File: config.mk
export PLATFORM = sky130hd
export DESIGN_NAME = subtree_rr_scheduler_flat
export DESIGN_NICKNAME = d
export VERILOG_FILES = /design/src/rtl/subtree_rr_scheduler_pkg.sv /design/src/rtl/subtree_rr_scheduler_if.sv /design/src/rtl/subtree_rr_scheduler_rr_pick.sv /design/src/rtl/subtree_rr_scheduler.sv /design/src/flat_wrapper.sv
export SDC_FILE = /design/constraint.sdc
export NUM_CORES = 1
export LEC_CHECK = 0
export CAP_MARGIN = 20
export CORE_UTILIZATION = 25
export CTS_CLUSTER_DIAMETER = 120
export DETAILED_ROUTE_END_ITERATION = 12
export HOLD_SLACK_MARGIN = 0.06
export PLACE_DENSITY = 0.52
export SETUP_SLACK_MARGIN = 0.5
export SLEW_MARGIN = 20
export SYNTH_ARGS = -nofsm -noshare
export SYNTH_HDL_FRONTEND = slang
export SYNTH_SLANG_ARGS = --single-unit
File: constraint.sdc
create_clock -name clk -period 10.9 [get_ports clk]
set_input_delay 2.18 -clock clk [delete_from_list [all_inputs] [get_ports clk]]
set_output_delay 2.18 -clock clk [all_outputs]
set_load 0.1 [all_outputs]
File: src/rtl/subtree_rr_scheduler_pkg.sv
// +--------------------------------------------------------------------+
// | subtree_sched_pkg: shared types and defaults for the subtree        |
// | round-robin scheduler.  Rev 1.0                                     |
// +--------------------------------------------------------------------+
`default_nettype none

package subtree_sched_pkg;

   localparam int N_REQ_DEF          = 5;
   localparam int TIMEOUT_CYCLES_DEF = 64;

   typedef enum logic [0:0] {
      IDLE = 1'b0,
      BUSY = 1'b1
   } sched_state_e;

   // Index width that stays legal for a single-requester build.
   function automatic int idx_width(input int n);
      return (n > 1) ? $clog2(n) : 1;
   endfunction

   typedef logic [idx_width(N_REQ_DEF)-1:0] idx_t;

endpackage

`default_nettype wire

File: src/rtl/subtree_rr_scheduler_if.sv
// +--------------------------------------------------------------------+
// | subtree_rr_scheduler_if: request/done/grant bundle between the      |
// | children of a subtree node and its scheduler.  Rev 1.0              |
// +--------------------------------------------------------------------+
`default_nettype none

interface subtree_rr_scheduler_if
   import subtree_sched_pkg::*;
#(
   parameter int N_REQ = N_REQ_DEF
);
   localparam int ID_W = idx_width(N_REQ);

   logic [N_REQ-1:0] req_i;
   logic [N_REQ-1:0] done_i;
   logic [N_REQ-1:0] grant_o;
   logic [ID_W-1:0]  grant_id_o;
   logic             busy_o;
   logic             timeout_o;

   modport master (
      input  req_i,
      input  done_i,
      output grant_o,
      output grant_id_o,
      output busy_o,
      output timeout_o
   );

   modport slave (
      output req_i,
      output done_i,
      input  grant_o,
      input  grant_id_o,
      input  busy_o,
      input  timeout_o
   );
endinterface

`default_nettype wire

File: src/rtl/subtree_rr_scheduler_rr_pick.sv
// +--------------------------------------------------------------------+
// | rr_pick: combinational round-robin selector, first set request at   |
// | or above ptr with wrap-around.  Rev 1.0                             |
// +--------------------------------------------------------------------+
`default_nettype none

module rr_pick
   import subtree_sched_pkg::*;
#(
   parameter int N_REQ = N_REQ_DEF,
   parameter int ID_W  = idx_width(N_REQ)
)(
   input  wire logic [N_REQ-1:0] i_req,
   input  wire logic [ID_W-1:0]  i_ptr,
   output logic                  o_valid,
   output logic [ID_W-1:0]       o_idx,
   output logic [N_REQ-1:0]      o_onehot
);

   logic [ID_W-1:0] w_cand;

   // Walk N_REQ candidates from ptr; wrap is an explicit compare since
   // N_REQ need not be a power of two.
   always_comb begin
      o_valid = 1'b0;
      o_idx   = '0;
      w_cand  = i_ptr;
      for (int i = 0; i < N_REQ; i++) begin
         if (!o_valid && i_req[w_cand]) begin
            o_valid = 1'b1;
            o_idx   = w_cand;
         end
         w_cand = (w_cand == ID_W'(N_REQ - 1)) ? '0 : w_cand + ID_W'(1);
      end
   end

   assign o_onehot = o_valid ? (N_REQ'(1) << o_idx) : '0;

endmodule

`default_nettype wire

File: src/rtl/subtree_rr_scheduler.sv
// +--------------------------------------------------------------------+
// | subtree_rr_scheduler: IDLE/BUSY round-robin grant of one shared     |
// | resource; optional watchdog via SUBTREE_SCHED_TIMEOUT_EN.  Rev 1.0  |
// +--------------------------------------------------------------------+
`default_nettype none

module subtree_rr_scheduler
   import subtree_sched_pkg::*;
#(
   parameter int N_REQ          = N_REQ_DEF,
   parameter int TIMEOUT_CYCLES = TIMEOUT_CYCLES_DEF
)(
   input wire logic               clk,
   input wire logic               rst,
   subtree_rr_scheduler_if.master bus
);

   localparam int         ID_W   = idx_width(N_REQ);
   localparam logic [0:0] S_IDLE = 1'(IDLE);
   localparam logic [0:0] S_BUSY = 1'(BUSY);

   logic [0:0]       r_state;
   logic [ID_W-1:0]  r_ptr;
   logic [ID_W-1:0]  r_grant_id;
   logic [N_REQ-1:0] r_grant;

   logic             w_pick_valid;
   logic [ID_W-1:0]  w_pick_idx;
   logic [N_REQ-1:0] w_pick_onehot;
   logic             w_grant_issue;
   logic             w_done;
   logic             w_expire;

   rr_pick #(
      .N_REQ (N_REQ),
      .ID_W  (ID_W)
   ) u_pick (
      .i_req    (bus.req_i),
      .i_ptr    (r_ptr),
      .o_valid  (w_pick_valid),
      .o_idx    (w_pick_idx),
      .o_onehot (w_pick_onehot)
   );

   assign w_grant_issue = (r_state == S_IDLE) && w_pick_valid;
   assign w_done        = (r_state == S_BUSY) && bus.done_i[r_grant_id];

`ifdef SUBTREE_SCHED_TIMEOUT_EN
   localparam int WD_W = idx_width(TIMEOUT_CYCLES);

   logic [WD_W-1:0] r_wdog;
   logic            r_timeout;

   // Done on the limit cycle takes priority, so no reclaim then.
   assign w_expire = (r_state == S_BUSY) && !w_done &&
                     (r_wdog == WD_W'(TIMEOUT_CYCLES - 1));

   always_ff @(posedge clk) begin
      if (rst) begin
         r_wdog    <= '0;
         r_timeout <= 1'b0;
      end else begin
         r_timeout <= w_expire;
         if (w_grant_issue) begin
            r_wdog <= '0;
         end else if ((r_state == S_BUSY) && !w_done && !w_expire) begin
            r_wdog <= r_wdog + WD_W'(1);
         end
      end
   end

   assign bus.timeout_o = r_timeout;
`else
   assign w_expire      = 1'b0;
   assign bus.timeout_o = 1'b0;
`endif

   always_ff @(posedge clk) begin
      if (rst) begin
         r_state    <= S_IDLE;
         r_ptr      <= '0;
         r_grant    <= '0;
         r_grant_id <= '0;
      end else begin
         case (r_state)
            S_IDLE: begin
               if (w_grant_issue) begin
                  r_grant    <= w_pick_onehot;
                  r_grant_id <= w_pick_idx;
                  r_ptr      <= (w_pick_idx == ID_W'(N_REQ - 1)) ? '0
                                                                 : w_pick_idx + ID_W'(1);
                  r_state    <= S_BUSY;
               end
            end
            S_BUSY: begin
               // grant_id is kept so it reports the last grantee while idle.
               if (w_done || w_expire) begin
                  r_grant <= '0;
                  r_state <= S_IDLE;
               end
            end
            default: begin
               r_grant <= '0;
               r_state <= S_IDLE;
            end
         endcase
      end
   end

   assign bus.grant_o    = r_grant;
   assign bus.grant_id_o = r_grant_id;
   assign bus.busy_o     = (r_state == S_BUSY);

endmodule

`default_nettype wire

File: src/flat_wrapper.sv
// flat-port wrapper written by rule: the top's interface ports become plain ports
module subtree_rr_scheduler_flat import subtree_sched_pkg::*;
#(
   parameter int N_REQ          = N_REQ_DEF,
   parameter int TIMEOUT_CYCLES = TIMEOUT_CYCLES_DEF
)
  (clk, rst, bus_req_i, bus_done_i, bus_grant_o, bus_grant_id_o, bus_busy_o, bus_timeout_o);
  subtree_rr_scheduler_if #(.N_REQ(N_REQ)) bus_i ();
  input wire logic clk;
  input wire logic rst;
  input wire logic [$bits(bus_i.req_i)-1:0] bus_req_i;
  input wire logic [$bits(bus_i.done_i)-1:0] bus_done_i;
  output wire logic [$bits(bus_i.grant_o)-1:0] bus_grant_o;
  output wire logic [$bits(bus_i.grant_id_o)-1:0] bus_grant_id_o;
  output wire logic [$bits(bus_i.busy_o)-1:0] bus_busy_o;
  output wire logic [$bits(bus_i.timeout_o)-1:0] bus_timeout_o;
  assign bus_i.req_i = bus_req_i;
  assign bus_i.done_i = bus_done_i;
  assign bus_grant_o = bus_i.grant_o;
  assign bus_grant_id_o = bus_i.grant_id_o;
  assign bus_busy_o = bus_i.busy_o;
  assign bus_timeout_o = bus_i.timeout_o;
  subtree_rr_scheduler #(.N_REQ(N_REQ), .TIMEOUT_CYCLES(TIMEOUT_CYCLES)) u_core (.clk(clk), .rst(rst), .bus(bus_i));
endmodule
==> impl_metrics.json, run 1 <==
{
  "coreArea_sq_um": 5680,
  "synthAdderAreaFrac": 0.0826,
  "synth_xor_xnor_area_share": 0,
  "vias": 1422,
  "avgViaCountPerCell": 5.43,
  "pin_count": 22,
  "rsz0062_at_grt": "false",
  "synth_flop_cell": "dfxtp_1",
  "die_h_um": 79.9,
  "yosysTopAreaCellShare": 0.159,
  "grt_overflow": 0,
  "synth_area_leaders": "dfxtp_1, ha_1, mux2i_1, a211oi_4, nand2_1",
  "antenna_cells": 0,
  "routedWlPerCell_um": 14.7,
  "track_usage": 0.130,
  "grt_pass1_vias": 1333,
  "seqCellArea_sq_um": 240,
  "start_util": 0.267,
  "hold_path_class": "flop to flop",
  "clk_pin_slew_ns": 0.05,
  "cp.buffers_inverters": 2,
  "synthesis.nets": 195,
  "fin_crit_sh": 0.517,
  "synth-compound-area-share": 0.349,
  "final_antenna_net_count": 0,
  "startpoint_type": "flop",
  "status": "complete, no violations",
  "finalCriticalPeriod_ns": 5.63,
  "grt_pass1_wl_mm": 6.53,
  "drtIter0Drc": 90,
  "hold_viol": 0,
  "grt_max_degree": 20,
  "max_freq_ghz": 0.178,
  "synth.avg_cell_area_sq_um": 8.76,
  "critical_path_class": "flop to flop",
  "ys_ff_latch": 12,
  "clk_path_buf_depth": 2,
  "drt-total-wl_mm": 3.86,
  "finalSetupTns_ns": 0,
  "cp_slowest_cell": "dfxtp_1",
  "syn_inst": 173,
  "synthArstFlopShare": 0,
  "max_stage_delay_ns": 0.74,
  "first_pass_iters": 5,
  "crit_family": "compound AO/OA/AOI/OAI gates",
  "portBuffers": 20,
  "crit_fanout": 19,
  "root_buffer": "clkbuf_8",
  "htreeDepth": 1,
  "syn-cell-area_sq_um": 1520,
  "synth_edf_count": 0,
  "crit_path_end_kind": "flop",
  "timing.max_cap.violations": 0,
  "antenna_found_initial": 0,
  "clkLatencyLatePin_ns": 0.25,
  "synth_top_family_by_area": "compound AO/OA/AOI/OAI gates",
  "crit_arrival_ns": 5.81,
  "dieArea_sq_um": 6380,
  "yosysSeqAreaShare": 0.159,
  "cts_tree": "yes",
  "critical_path_required_ns": 11.08,
  "rows": 27,
  "ys_warn_count": 0,
  "slew_violations": 0,
  "postCtsSetupRepairBufs": 0,
  "cts_buffers": 3,
  "die_x_um": 79.9,
  "setup_viol": 0,
  "crit_chain": "inv_1, ha_1, nand2_1, ha_1, o21ai_1, a22o_1, inv_2, ha_1, mux2i_1, nor2_1, a221oi_1, o22a_1, nand2_1, a311o_1, o21ai_0, nand2_1, ha_1, ha_1, a2111o_1, a21oi_1",
  "synth.most_common_cell": "nand2_1",
  "cts_hold_buf": 0,
  "fin_nets": 213,
  "routabilityCongestion": 0.763,
  "yosys.area_share.simple": 0.232,
  "cts.sinks": 12,
  "tightest_slew_ns": 0.975,
  "synth_mux_area_frac": 0.105,
  "ys_types": 68,
  "multi_input_area_sq_um": 1170,
  "cpMostUsedCell": "ha_1",
  "yosysTopAreaCell": "dfxtp_1",
  "fillers": 621,
  "netlist_top_cells_count": "nand2_1, dfxtp_1, inv_1",
  "relSlewSlack": 0.348,
  "drc": 0,
  "dpl.hpwl_mm": 3.00,
  "area_growth_syn_to_layout_pct": 19.0,
  "skew_ns": 0.00233,
  "cts_resized": 0,
  "drive_above_1_share": 0.168
}
-- placed cells by master, fill, tap and decap left out, types with 3 or more instances in the layout --
| master | n |
|---|---|
| dfxtp_1 | 12 |
| o21ai_0 | 6 |
| a22o_1 | 4 |
| ha_1 | 10 |
| nand2_1 | 14 |
| clkbuf_8 | 4 |
| nand3_1 | 4 |
| and2_1 | 3 |
| mux2i_1 | 8 |
| nor2_1 | 7 |
| clkdlybuf4s50_1 | 20 |
| inv_1 | 12 |
| or3_1 | 3 |
| a211oi_4 | 3 |
| a211oi_1 | 6 |
| a21oi_1 | 7 |
| a21o_1 | 3 |
| nor2b_1 | 4 |
-- registers in the layout, indices dropped and copies added, names as in the netlist --
register and cells:
u_core.bus.busy_o 1, u_core.bus.grant_id_o 3, u_core.bus.grant_o 5, u_core.r_ptr 3
-- layer usage --
| layer | vias to the layer above | share of wire | track usage |
|---|---|---|---|
| met5 | - | 0 | 0 |
| met3 | 7 | 0.041 | 0.0103 |
| met2 | 46 | 0.43 | 0.197 |
| met4 | 0 | 0.014 | 0.0375 |
| li1 | 699 | - | - |
| met1 | 670 | 0.52 | 0.192 |
-- path summary, 6_finish.rpt --
path	startpoint	endpoint	slack, ns	cells past startpoint
max	u_core.r_ptr[0]$_SDFFE_PP0P_	u_core.r_ptr[2]$_SDFFE_PP0P_	5.27	20
min	u_core.bus.grant_o[4]$_SDFFE_PP0P_	u_core.bus.grant_o[4]$_SDFFE_PP0P_	0.47	1
max reg2reg	u_core.r_ptr[0]$_SDFFE_PP0P_	u_core.r_ptr[2]$_SDFFE_PP0P_	5.27	20
min reg2reg	u_core.bus.grant_o[4]$_SDFFE_PP0P_	u_core.bus.grant_o[4]$_SDFFE_PP0P_	0.47	1
-- worst reg2reg max path, stage by stage (launching register included) --
cell and delay (ns):
dfxtp_1 0.74, inv_1 0.19, ha_1 0.45, nand2_1 0.11, ha_1 0.22, o21ai_1 0.10, a22o_1 0.40, inv_2 0.13
ha_1 0.45, mux2i_1 0.34, nor2_1 0.07, a221oi_1 0.28, o22a_1 0.28, nand2_1 0.08, a311o_1 0.38, o21ai_0 0.21
nand2_1 0.18, ha_1 0.25, ha_1 0.28, a2111o_1 0.27, a21oi_1 0.13
-- cells by family after synthesis --
group,after synthesis
AOI/OAI and AO/OA,60
and+or+nand+nor,58
buffers and inverters,20
muxes,12
DFF,12
adders and majority gates,10
other,1
-- through the flow --
step / hold slack, ns / utilization / setup slack [ns] / area [sq um] / instances
after global routing: 0.492 / 0.318 / 4.78 / 1800 / 262
after CTS: 0.478 / 0.318 / 5.31 / 1800 / 262
final: 0.472 / 0.318 / 5.27 / 1800 / 262
after global placement: 0.459 / 0.308 / 5.32 / 1750 / 258
after floorplan: 0.548 / - / 6.31 / 1520 / 173
after detailed placement: 0.457 / 0.308 / 5.31 / 1750 / 258
-- layout make-up --
| type | count | area share |
|---|---|---|
| Timing Repair Buffer | 20 | 0.111 |
| Tap cell | 72 | 0.0500 |
| Sequential cell | 12 | 0.133 |
| Clock buffer | 4 | 0.0305 |
| Inverter | 13 | 0.0271 |
| Multi-Input combinational cell | 141 | 0.648 |
Power of run 1 is left out: the tool's default activity adds up to more than one toggle a clock period on the data nets, which glitch-free logic cannot reach.
==> run 2: changes to the inputs <==
- clock period: 10.9 -> 5.2 ns (I/O delays scaled with it)
==> run 2 against run 1 <==
  * First-iteration DRC count down 28%
  * Non-clock buffer count up 4
  * Cell area up 4.9%
  * Flip-flop and latch count unchanged
  * Setup slack worse by 4.5 ns
  * Register-to-register slack worse by 4.5 ns
  * Via count up 0.49%
  * Sequential share of layout area down 0.56 points
  * Critical endpoint unchanged
  * Largest cell class unchanged
  * Highest routed layer unchanged
==> impl_metrics.json, run 2 (synthesis gave the netlist of run 1 again) <==
{
  "fin_nets": 217,
  "clk_path_buf_depth": 2,
  "setup_viol": 0,
  "rsz0062_at_grt": "false",
  "drc": 0,
  "hold_viol": 0,
  "root_buffer": "clkbuf_8",
  "drive_above_1_share": 0.232,
  "max_freq_ghz": 0.225,
  "vias": 1429,
  "relSlewSlack": 0.350,
  "cts_buffers": 3,
  "clkLatencyLatePin_ns": 0.24,
  "htreeDepth": 1,
  "avgViaCountPerCell": 5.37,
  "die_x_um": 79.9,
  "drtIter0Drc": 65,
  "clk_pin_slew_ns": 0.05,
  "startpoint_type": "flop",
  "min_to": "u_core.bus.grant_o[4]$_SDFFE_PP0P_",
  "regToRegSetupSlack_ns": 0.76,
  "final_antenna_net_count": 0,
  "finalSetupTns_ns": 0,
  "first_pass_iters": 4,
  "fillers": 615,
  "grt_pass1_vias": 1349,
  "die_h_um": 79.9,
  "grt_pass1_wl_mm": 6.44,
  "worst_slack_ns": 0.755,
  "crit_path_end_kind": "flop",
  "track_usage": 0.129,
  "layout.cells.non_filler": 266,
  "coreArea_sq_um": 5680,
  "slew_violations": 0,
  "finalCriticalPeriod_ns": 4.44,
  "grt_use_met1": 0.185,
  "hold_depth": 1,
  "portBuffers": 20,
  "antenna_cells": 0,
  "hold_path_class": "flop to flop",
  "routedWlPerCell_um": 14.6,
  "critical_path_class": "flop to flop",
  "drt-total-wl_mm": 3.88,
  "critical_path_required_ns": 5.37,
  "multi_input_area_sq_um": 1230,
  "fin_crit_sh": 0.855,
  "dp_slack_ns": 0.383,
  "routabilityCongestion": 0.735,
  "final_util": 0.333,
  "dpl.hpwl_mm": 2.93,
  "r2r_end": "u_core.r_ptr[2]$_SDFFE_PP0P_",
  "dp_cells": 261,
  "cts_tree": "yes",
  "status": "complete, no violations",
  "pin_count": 22,
  "seqCellArea_sq_um": 241,
  "area_growth_syn_to_layout_pct": 24.9,
  "crit_fanout": 6,
  "grt_overflow": 0,
  "start_util": 0.267,
  "rows": 27,
  "r2r-start": "u_core.r_ptr[0]$_SDFFE_PP0P_",
  "grt_max_degree": 19,
  "worstRegToRegCells": 22,
  "mostFrequentLayoutCell": "clkdlybuf4s50_1",
  "largest_reg_flops": 5,
  "antenna_found_initial": 0,
  "min_from": "u_core.bus.grant_o[4]$_SDFFE_PP0P_",
  "skew_ns": 0.00173,
  "crit_arrival_ns": 4.61,
  "timing.max_cap.violations": 0,
  "busiest_layer": "met2",
  "cts.sinks": 12,
  "tightest_slew_ns": 0.972,
  "use_met2": 0.197,
  "met3_usage": 0.0114,
  "mostFrequentLayoutCells": "clkdlybuf4s50_1, nand2_1, inv_1",
  "dieArea_sq_um": 6380,
  "cts_hold_buf": 0
}
run 2: worst max path at each step:
| stage | from | endpoint | slack [ns] | depth (start not counted) |
|---|---|---|---|---|
| 6_report | u_core.r_ptr[0]$_SDFFE_PP0P_ | u_core.r_ptr[2]$_SDFFE_PP0P_ | 0.76 | 22 |
| 5_1_grt | u_core.r_ptr[0]$_SDFFE_PP0P_ | u_core.r_ptr[2]$_SDFFE_PP0P_ | 0.51 | 22 |
| 4_1_cts | u_core.r_ptr[1]$_SDFFE_PP0P_ | u_core.r_ptr[2]$_SDFFE_PP0P_ | 0.55 | 20 |
| 3_5_place_dp | u_core.r_ptr[1]$_SDFFE_PP0P_ | u_core.r_ptr[2]$_SDFFE_PP0P_ | 0.38 | 20 |
| 3_3_place_gp | u_core.r_ptr[1]$_SDFFE_PP0P_ | u_core.r_ptr[2]$_SDFFE_PP0P_ | 0.45 | 20 |
| 2_1_floorplan | u_core.r_ptr[0]$_SDFFE_PP0P_ | u_core.r_ptr[2]$_SDFFE_PP0P_ | 0.61 | 23 |
run 2: layer usage:
metal	share of wire	up-vias
met2	0.44	36
met3	0.046	6
met5	0	-
met1	0.49	684
met4	0.015	0
li1	-	703
run 2: area by class of cell:
cell class	count	area share
inverter	13	0.0258
multi-input combinational	141	0.648
clock buffer	4	0.0291
sequential	12	0.128
tap	72	0.0476
timing repair buffer	24	0.122
run 2: what timing repair did:
item | in CTS | in global routing
gates resized for setup | 6 | 7
setup buffers | 0 | 1
cloned | 0 | 0
pin swaps | 0 | 2
endpoints found under the setup margin | 1 | 1
run 2: critical path: stages, from the launching register on:
cell and delay [ns]:
dfxtp_1 0.30, inv_1 0.15, ha_4 0.19, nand2_1 0.08
nand2_1 0.12, ha_1 0.17, o21ai_1 0.11, a22o_1 0.28
inv_2 0.13, ha_4 0.25, mux2i_2 0.16, a221oi_2 0.23
o21ba_2 0.20, o22a_2 0.22, buf_4 0.15, nand4_4 0.13
and3b_2 0.23, o21bai_2 0.20, nand2_1 0.12, ha_1 0.22
ha_1 0.29, a2111o_1 0.29, a21oi_1 0.15
run 2: through the flow:
| stage | instance area, sq um | hold slack [ns] |
|---|---|---|
| 5_1_grt | 1890 | 0.488 |
| 3_5_place_dp | 1770 | 0.451 |
| 6_report | 1890 | 0.460 |
| 3_3_place_gp | 1770 | 0.455 |
| 4_1_cts | 1840 | 0.464 |
| 2_1_floorplan | 1520 | 0.548 |
Power of run 2 is left out for the same reason.
